**config.mk**
```make
export PLATFORM = sky130hd
export DESIGN_NAME = mem_port_arbiter
export DESIGN_NICKNAME = d
export VERILOG_FILES = /design/src/rtl/riscv_mem_pkg.sv /design/src/rtl/mem_arb_watchdog.sv /design/src/rtl/mem_port_arbiter.sv
export SDC_FILE = /design/constraint.sdc
export NUM_CORES = 1
export LEC_CHECK = 0
export CAP_MARGIN = 20
export CORE_MARGIN = 5
export CORE_UTILIZATION = 44
export CTS_CLUSTER_DIAMETER = 40
export DETAILED_ROUTE_END_ITERATION = 8
export MAX_ROUTING_LAYER = met4
export PLACE_DENSITY = 0.95
export SYNTH_ARGS = -nofsm -noshare
export SYNTH_HDL_FRONTEND = slang
export SYNTH_SLANG_ARGS = --single-unit
```
**constraint.sdc**
```tcl
create_clock -name clk -period 3.4 [get_ports clk]
set_input_delay 0.51 -clock clk [delete_from_list [all_inputs] [get_ports clk]]
set_output_delay 0.51 -clock clk [all_outputs]
set_load 0.1 [all_outputs]
```
**src/rtl/riscv_mem_pkg.sv**
```systemverilog
// riscv_mem_pkg
//   Shared types and constants for the fetch/data memory port arbiter:
//   FSM state encoding, requester ids and the default watchdog limit.
package riscv_mem_pkg;

  typedef enum logic [1:0] {
    IDLE = 2'd0,
    BUSY = 2'd1,
    RESP = 2'd2
  } arb_state_t;

  localparam logic PORT_IF = 1'b0;
  localparam logic PORT_D  = 1'b1;

  localparam int DEF_TIMEOUT = 15;

endpackage

```
**src/rtl/mem_arb_watchdog.sv**
```systemverilog
// mem_arb_watchdog
//   Saturating cycle counter used to abort memory accesses that are never
//   acknowledged.
//   Ports:
//     clk, rst_n  clock, async active-low reset
//     clr         zero the count (access start)
//     en          count this cycle (waiting on memory)
//     expired     count has reached TIMEOUT
module mem_arb_watchdog
  import riscv_mem_pkg::*;
#(
  parameter int TIMEOUT = DEF_TIMEOUT
) (
  input  logic clk,
  input  logic rst_n,
  input  logic clr,
  input  logic en,
  output logic expired
);

  localparam int CW = $clog2(TIMEOUT + 1);

  logic [CW-1:0] cnt;

  assign expired = (cnt == CW'(TIMEOUT));

  // Saturates at TIMEOUT so a stalled FSM can never see the count wrap.
  always_ff @(posedge clk or negedge rst_n) begin
    if (!rst_n)                cnt <= '0;
    else if (clr)              cnt <= '0;
    else if (en && !expired)   cnt <= cnt + CW'(1);
  end

endmodule

```
**src/rtl/mem_port_arbiter.sv**
```systemverilog
// mem_port_arbiter
//   Round-robin arbiter sharing one single-port memory between the fetch
//   path (if_*) and the load/store path (d_*). One access in flight at a
//   time: IDLE -> BUSY (mem_valid high until mem_ready or watchdog abort)
//   -> RESP (one-cycle ready pulse to the granted requester) -> IDLE.
//   Ports:
//     clk, rst_n                 clock, async active-low reset
//     if_req/if_addr             fetch request, held until if_ready
//     if_ready/if_rdata          fetch completion pulse and data
//     d_req/d_we/d_addr/d_wdata  load/store request, held until d_ready
//     d_ready/d_rdata            data completion pulse and load data
//     err                        qualifies a ready pulse as a watchdog abort
//     mem_valid/mem_we/mem_addr/mem_wdata  memory request (registered)
//     mem_ready/mem_rdata        memory acknowledge and read data
module mem_port_arbiter
  import riscv_mem_pkg::*;
#(
  parameter int AW      = 32,
  parameter int DW      = 32,
  parameter int TIMEOUT = DEF_TIMEOUT
) (
  input  logic          clk,
  input  logic          rst_n,
  input  logic          if_req,
  input  logic [AW-1:0] if_addr,
  output logic          if_ready,
  output logic [DW-1:0] if_rdata,
  input  logic          d_req,
  input  logic          d_we,
  input  logic [AW-1:0] d_addr,
  input  logic [DW-1:0] d_wdata,
  output logic          d_ready,
  output logic [DW-1:0] d_rdata,
  output logic          err,
  output logic          mem_valid,
  output logic          mem_we,
  output logic [AW-1:0] mem_addr,
  output logic [DW-1:0] mem_wdata,
  input  logic          mem_ready,
  input  logic [DW-1:0] mem_rdata
);

  arb_state_t    state;
  logic          gnt_id;
  logic          last_gnt;
  logic          any_req;
  logic          gnt_sel;
  logic          wd_clr;
  logic          wd_en;
  logic          wd_expired;
  logic [DW-1:0] resp_data;

  assign any_req = if_req | d_req;

  // On a tie the requester that did not win last time gets the grant.
  always_comb begin
    gnt_sel = PORT_IF;
    if (if_req && d_req) gnt_sel = ~last_gnt;
    else if (d_req)      gnt_sel = PORT_D;
  end

  assign wd_clr    = (state == IDLE) && any_req;
  assign wd_en     = (state == BUSY) && !mem_ready;
  // Aborted accesses return zero data.
  assign resp_data = mem_ready ? mem_rdata : '0;

  mem_arb_watchdog #(.TIMEOUT(TIMEOUT)) u_wdog (
    .clk     (clk),
    .rst_n   (rst_n),
    .clr     (wd_clr),
    .en      (wd_en),
    .expired (wd_expired)
  );

  always_ff @(posedge clk or negedge rst_n) begin
    if (!rst_n) begin
      state     <= IDLE;
      gnt_id    <= PORT_IF;
      last_gnt  <= PORT_D;
      mem_valid <= 1'b0;
      mem_we    <= 1'b0;
      mem_addr  <= '0;
      mem_wdata <= '0;
      if_ready  <= 1'b0;
      d_ready   <= 1'b0;
      if_rdata  <= '0;
      d_rdata   <= '0;
      err       <= 1'b0;
    end else begin
      case (state)
        IDLE: begin
          if (any_req) begin
            gnt_id    <= gnt_sel;
            last_gnt  <= gnt_sel;
            mem_valid <= 1'b1;
            if (gnt_sel == PORT_IF) begin
              mem_we    <= 1'b0;
              mem_addr  <= if_addr;
              mem_wdata <= '0;
            end else begin
              mem_we    <= d_we;
              mem_addr  <= d_addr;
              mem_wdata <= d_wdata;
            end
            state <= BUSY;
          end
        end
        BUSY: begin
          // mem_ready takes priority over an expiring watchdog.
          if (mem_ready || wd_expired) begin
            mem_valid <= 1'b0;
            err       <= !mem_ready;
            if (gnt_id == PORT_IF) begin
              if_ready <= 1'b1;
              if_rdata <= resp_data;
            end else begin
              d_ready  <= 1'b1;
              d_rdata  <= resp_data;
            end
            state <= RESP;
          end
        end
        RESP: begin
          // Requests are not looked at here, so a still-high req from the
          // requester being answered is not granted a second time.
          if_ready <= 1'b0;
          d_ready  <= 1'b0;
          err      <= 1'b0;
          state    <= IDLE;
        end
        default: state <= IDLE;
      endcase
    end
  end

endmodule

```
# == Yosys cells after proc, flatten, opt, wreduce, memory -nomap -nowiden ==
# Cells that the tools add are included.
# totals
regBits,141
in_bits,134
word_cells,65
# op_classes
addsub,1
n_eq_ne,7
mux,22
n_bitwise,3
reduce_logical,19
# op_table
operator,n
32-bit 2-to-1 mux,3
3-bit AND reduction,5
1-bit 2-to-1 mux,10
4-bit 2-to-1 mux,2
1-bit case mux with 2 select lines,4
"2-bit inequality test, second input constant",3
2-bit AND reduction,3
2-bit nonzero test,3
"4-bit by 1-bit adder with 4-bit output, second input constant",1
"4-bit == test, second input constant",1
1-bit logical AND,4
2-bit 2-to-1 mux,2
2-bit case mux with 2 select lines,1
"2-bit by 1-bit == test with 1-bit output, second input constant",1
"2-bit == test, second input constant",1
1-bit zero test,2
2-bit zero test,1
"2-bit by 1-bit inequality test with 1-bit output, second input constant",1
1-bit NOT,2
1-bit logical OR,1
1-bit bitwise OR,1

# == Logic depth before layout (Yosys ltp) ==
# Gate-level depths: netlist of the first run.
# logic_depth
ltp_word,5
ltp_mapped,7

# == Modules after synthesis ==
# From an unflattened synthesis of the first run, not the netlist that was laid out.
# unflattened
cells_unflattened,454
area_unflattened_um2,5587.9
# modules_own_cells
module,cells_each,seq_area_each_um2,instances,area_per_inst_um2
mem_port_arbiter,434,3429.5,1,5358.9
mem_arb_watchdog,20,100.1,1,229.0

# == Worst setup path before layout of the first run ==
# No wires, ideal clock.
# synth_timing
path_kind,flip-flop to flip-flop
from,reg state[1]
to,reg if_rdata[0]
period_less_slack_ns,1.592
path_stages_with_launch,8
setup_slack_ns,1.808
setup_ns,0.123
t_arrival_ns,1.469
cell_sequence,dfrtp_1 > inv_1 > ha_1 > nor2b_1 > and2_1 > buf_2 > buf_4 > a22o_1
# synth_via
elab_chain_cells,2
# synth_lines
element,line_no,rtl
"start, declared",mem_port_arbiter.sv:43,arb_state_t state;
"start signal, assigned",mem_port_arbiter.sv:77,state <= IDLE;
"start signal, assigned",mem_port_arbiter.sv:105,state <= BUSY;
"start signal, assigned",mem_port_arbiter.sv:120,state <= RESP;
2-bit by 1-bit == test with 1-bit output,mem_port_arbiter.sv:90,case (state)
3-bit AND reduction (no source line),n/a,
"end signal, assigned",mem_port_arbiter.sv:115,if_rdata <= resp_data;
"end, declared",mem_port_arbiter.sv:27,"output logic [DW-1:0] if_rdata,"
# Every way passes these cells.
# A chain may end at the register's enable or synchronous reset.

# == Worst setup path in the final report of the first run ==
# layout_timing
from,reg mem_wdata[19]
to,out mem_wdata[19]
# layout_lines
element,line_no,rtl
"start, declared",mem_port_arbiter.sv:38,"output logic [DW-1:0] mem_wdata,"
"start signal, assigned",mem_port_arbiter.sv:103,mem_wdata <= d_wdata;
# No word-level cell between the ends.

==> results.yml, run 1 <==
floorplanning:
  dieArea_mm2: 0.0150
  fp.dieH_um: 123
  die_x_um: 123
  rows: 41
  coreArea_mm2: 0.0125
  ios: 267
  initial_core_util: 0.445
sta:
  hold_viol: 0
  rsz0062_at_grt: "false"
  period_share: 0.732
  finalSetupViolCount: 0
  worst_pin_slew_ns: 1.04
  relSlewSlack: 0.302
  period_minus_slack_ns: 2.49
  setup_ws_ns: 0.911
  tns_ns: 0
  fin_worst_skew_ns: 0.00741
  fmax_ghz: 0.402
  finalMaxSlewViolations: 0
global_route:
  grt_pass1_vias: 4947
  antenna_found_initial: 0
  grt_max_degree: 76
  grt_pass1_wl_um: 26600
  overflow: 0
  track_usage: 0.238
placement:
  place_ws_ns: 0.964
  gp_congestion: 0.795
  dp_cells: 837
  dp_hpwl_um: 12500
  io_buffers: 266
critical_path:
  worstSetupEndpointType: "output pin"
  cp.depth: 1
  ff2ff_setup_slack_ns: 1.39
  critPathTopFamily: "buffers and inverters"
  cp.required_ns: 2.89
  path_cells: "clkdlybuf4s50_1"
  critPathArrivalTime_ns: 1.98
  cp_num_buf_inv: 1
  r2r-end: "if_rdata[18]"
  cp-start-kind: "register"
  reg2regPathDepth: 6
  cp_max_fo: 2
  crit_end: "mem_wdata[19]"
  worst_path_largest_cell_delay_ns: 1.17
  crit_path_start: "mem_wdata[19]"
  slowest_stage: "clkdlybuf4s50_1"
  path_class: "reg2out"
  reg2reg_from: "state[1]"
clock_tree:
  cts_buffers: 17
  htree_num_levels: 4
  clk_pin_slew_ns: 0.06
  cts_tree: "yes"
  cts_hold_buf: 0
  cts-root-buf: "clkbuf_16"
  clockBufferDepth: 2
  clock_latency_ns: 0.41
  cts_sinks: 141
  cts_resized: 0
  cts_setup_buffers: 0
run:
  cap_violations: 0
layout:
  regArea_mm2: 0.00353
  final_common_cell: "clkdlybuf4s50_1"
  area_growth_syn_to_layout_pct: 60.1
  n_antenna_cell: 0
  layoutNonFillerInstCount: 868
  layout_common_cells: "clkdlybuf4s50_1 (265), dfrtp_1 (140), a22o_1 (97)"
  final_util: 0.712
  fillers: 865
  multi_input_area_mm2: 0.00185
  nNetsFinal: 824
  final_layout_size_suffix_gt1_frac: 0.0675
route:
  drc: 0
  viasPerCell: 5.32
  wire_per_inst_um: 20.1
  vias: 4619
  dr.pass1.iters: 4
  wirelength_um: 17400
  drt_iter0_drc: 306
  ant_nets: 0
yosys:
  synthArstFlopShare: 1.00
  synth_area_mm2: 0.00557
  yosys.area.top_type: "dfrtp_1"
  yosys_warnings: 0
  ys_seq_area_frac: 0.634
  ys_ff_latch: 141
  syn_nets: 562
  synth_cells: 422
  avgSynthCellArea_um2: 13.2
  netlist_top_cells_area: "dfrtp_1 (63%), a22o_1 (15%), mux2i_1 (5.9%)"
  yosys_most_used_dff: "dfrtp_1"
  synth_top_area_share: 0.629
  netlist-cell-type-count: 37
  synth_edf_count: 0
worst_hold_path:
  min_path_type: "in2async"
outcome:
  outcome: "completed"
## state kept, by name (all words and copies together) (netlist names)
signal and flops:
mem_addr 32, d_rdata 32, mem_we 1, last_gnt 1, mem_wdata 32, gnt_id 1
u_wdog.cnt 4, state 2, if_rdata 32, if_ready 1, err 1, mem_valid 1
d_ready 1
## logic make-up after synthesis
group           Yosys count  share of synthesized area
compound gates          147                      0.204
flops                   141                      0.634
simple gates             56                     0.0494
buf+inv                  37                     0.0364
mux                      35                     0.0633
fa+ha+maj                 6                     0.0135
## cells in the mapped netlist (3+ instances only)
cell and instances:
a21oi_1 3, a22o_1 97, buf_2 12, buf_4 7, buf_6 3, clkbuf_1 9, dfrtp_1 140, ha_1 6
inv_1 6, mux2i_1 33, nand2_1 33, nand3_1 6, o21ai_0 34
## through the flow
| stage | instance area [um^2] | hold WS [ns] |
|---|---|---|
| finish | 8920 | 0.101 |
| global route | 8920 | 0.153 |
| CTS | 8920 | 0.126 |
| detailed placement | 8370 | 0.469 |
| global placement | 8370 | 0.464 |
| floorplan | 5570 | 0.214 |
## worst min-delay path by stage
stage	startpoint	end	slack [ns]	cells past startpoint
floorplan	rst_n	d_rdata[0]	0.21	0
global placement	mem_addr[27]	mem_addr[27]	0.46	2
detailed placement	mem_addr[16]	mem_addr[16]	0.47	2
CTS	rst_n	if_rdata[9]	0.13	1
global route	rst_n	if_rdata[6]	0.15	1
finish	rst_n	if_rdata[9]	0.10	1
## cell type report
cell class                 instances  area share
clock buffer                      19      0.0508
clock inverter                    12      0.0109
inverter                           6     0.00253
multi-input combinational        244       0.207
sequential                       141       0.396
tap                              172      0.0241
timing repair buffer             274       0.308
## layer usage
layer	routed length, um	part of all wire	vias up	track usage
met1	6770	0.39	2283	0.279
met5	0	0	-	-
li1	-	-	2095	-
met3	933	0.053	48	0.0447
met2	9090	0.52	193	0.395
met4	652	0.037	0	0.118
Power of run 1 is left out: the tool's default activity adds up to more than one toggle a clock period on the data nets, which glitch-free logic cannot reach.
==> inputs of run 2 (changes only) <==
CORE_UTILIZATION = 37   (was 44)
PLACE_DENSITY = 0.88   (was 0.95)
clock period = 2.07 ns   (was 3.4 ns; I/O delays follow)
==> run 2 against run 1 <==
  * Routed wire length is 1.6% lower
  * Setup slack worse by 0.73 ns
  * Clock skew is 0.011 ns higher
  * Critical path depth is 5 higher
  * First-iteration DRC count is 1.3% higher
  * Register-to-register slack worse by 1.2 ns
  * Clock-buffer cell count stayed put
  * Highest routed layer unchanged
==> results.yml, run 2 (synthesized netlist as in run 1, its figures left out) <==
layout:
  nNetsFinal: 829
  n_antenna_cell: 0
  area_growth_syn_to_layout_pct: 56.8
  layout_common_cells: "dfrtp_1 (140), buf_4 (140), clkdlybuf4s50_1 (132)"
  final_layout_size_suffix_gt1_frac: 0.264
  final_util: 0.596
  fillers: 1122
critical_path:
  critPathArrivalTime_ns: 2.19
  cp_max_fo: 32
  ff2ff_setup_slack_ns: 0.18
  worst_path_largest_cell_delay_ns: 0.40
  cp-start-kind: "register"
  worstSetupEndpointType: "register"
  path_cells: "inv_1, ha_1, nor2b_1, o21ai_2, buf_4, a22o_1"
  reg2regPathDepth: 6
  path_class: "reg2reg"
  cp.required_ns: 2.37
  slowest_stage: "dfrtp_1"
global_route:
  grt_pass1_wl_um: 27400
  track_usage: 0.202
  grt_max_degree: 100
  grt_pass1_vias: 5081
  antenna_found_initial: 0
  overflow: 0
clock_tree:
  cts_setup_buffers: 0
  cts_buffers: 17
  clockBufferDepth: 2
  cts_sinks: 141
  clock_latency_ns: 0.43
  cts_tree: "yes"
  htree_num_levels: 4
  clk_pin_slew_ns: 0.06
  cts-root-buf: "clkbuf_16"
sta:
  rsz0062_at_grt: "false"
  relSlewSlack: 0.686
  tns_ns: 0
  finalSetupViolCount: 0
  setup_ws_ns: 0.185
  period_share: 0.911
  worst_pin_slew_ns: 0.472
  period_minus_slack_ns: 1.89
  finalMaxSlewViolations: 0
  fmax_ghz: 0.530
  hold_viol: 0
  fin_worst_skew_ns: 0.0181
floorplanning:
  die_x_um: 133
  fp.dieH_um: 133
  ios: 267
  initial_core_util: 0.380
  coreArea_mm2: 0.0146
  rows: 44
  dieArea_mm2: 0.0176
route:
  wire_per_inst_um: 19.4
  wirelength_um: 17200
  dr.pass1.iters: 4
  ant_nets: 0
  drt_iter0_drc: 310
  vias: 4664
  drc: 0
  viasPerCell: 5.26
placement:
  place_ws_ns: 0.186
  io_buffers: 266
  gp_congestion: 0.820
  dp_hpwl_um: 12500
outcome:
  outcome: "completed"
run:
  cap_violations: 0
worst_hold_path:
  min_path_type: "in2async"
run 2: cell types whose count changed in the layout (fill, tap and decap cells not counted), sizes merged:
| cell | change |
|---|---|
| bufinv | +1 |
| inv | +6 |
| buf | +137 |
| clkdlybuf4s50 | -133 |
| dlygate4sd3 | +1 |
| clkinv | -6 |
run 2: area by class of cell:
class / count / area [um^2] / area share
inverters: 6 / 22.5 / 0.00258
flip-flops and latches: 141 / 3530 / 0.404
multi-input cells: 244 / 1850 / 0.212
clock buffers: 19 / 453 / 0.0519
repair buffers: 279 / 2490 / 0.286
well taps: 184 / 230 / 0.0264
clock inverters: 13 / 155 / 0.0178
run 2: stage by stage:
| stage | instance area (um^2) | hold WS, ns | std cells |
|---|---|---|---|
| 6_report | 8730 | 0.388 | 886 |
| 5_1_grt | 8730 | 0.404 | 886 |
| 4_1_cts | 8730 | 0.365 | 886 |
| 3_5_place_dp | 8120 | 0.250 | 853 |
| 3_3_place_gp | 8120 | 0.246 | 853 |
| 2_1_floorplan | 5570 | 0.0149 | 422 |
run 2: worst max-delay path: cells and delay by family (launching register included):
| family | cells | cell delay, ns |
|---|---|---|
| and+or+nand+nor | 1 | 0.32 |
| adders and majority gates | 1 | 0.34 |
| buffers and inverters | 2 | 0.38 |
| AOI/OAI and AO/OA | 2 | 0.31 |
| DFF | 1 | 0.40 |
run 2: path summary, 6_finish.rpt:
check | start | end
max in group asynchronous | rst_n | last_gnt
hold / removal | rst_n | if_rdata[21]
setup / recovery | state[1] | if_rdata[24]
hold reg to reg | mem_addr[29] | mem_addr[29]
min in group clk | d_wdata[23] | mem_wdata[23]
setup reg to reg | state[1] | if_rdata[24]
run 2: what timing repair did:
item,CTS,global route
hold endpoints to repair,37,0
endpoints found under the setup margin,0,0
gates resized for setup,0,0
hold buffers,1,0
run 2: per-layer routing:
metal	GRT usage	up-vias	wire length (um)
li1	-	2108	-
met3	0.0494	43	916
met1	0.223	2320	6610
met5	-	-	0
met4	0.0906	0	544
met2	0.346	193	9080
Power of run 2 is left out for the same reason.
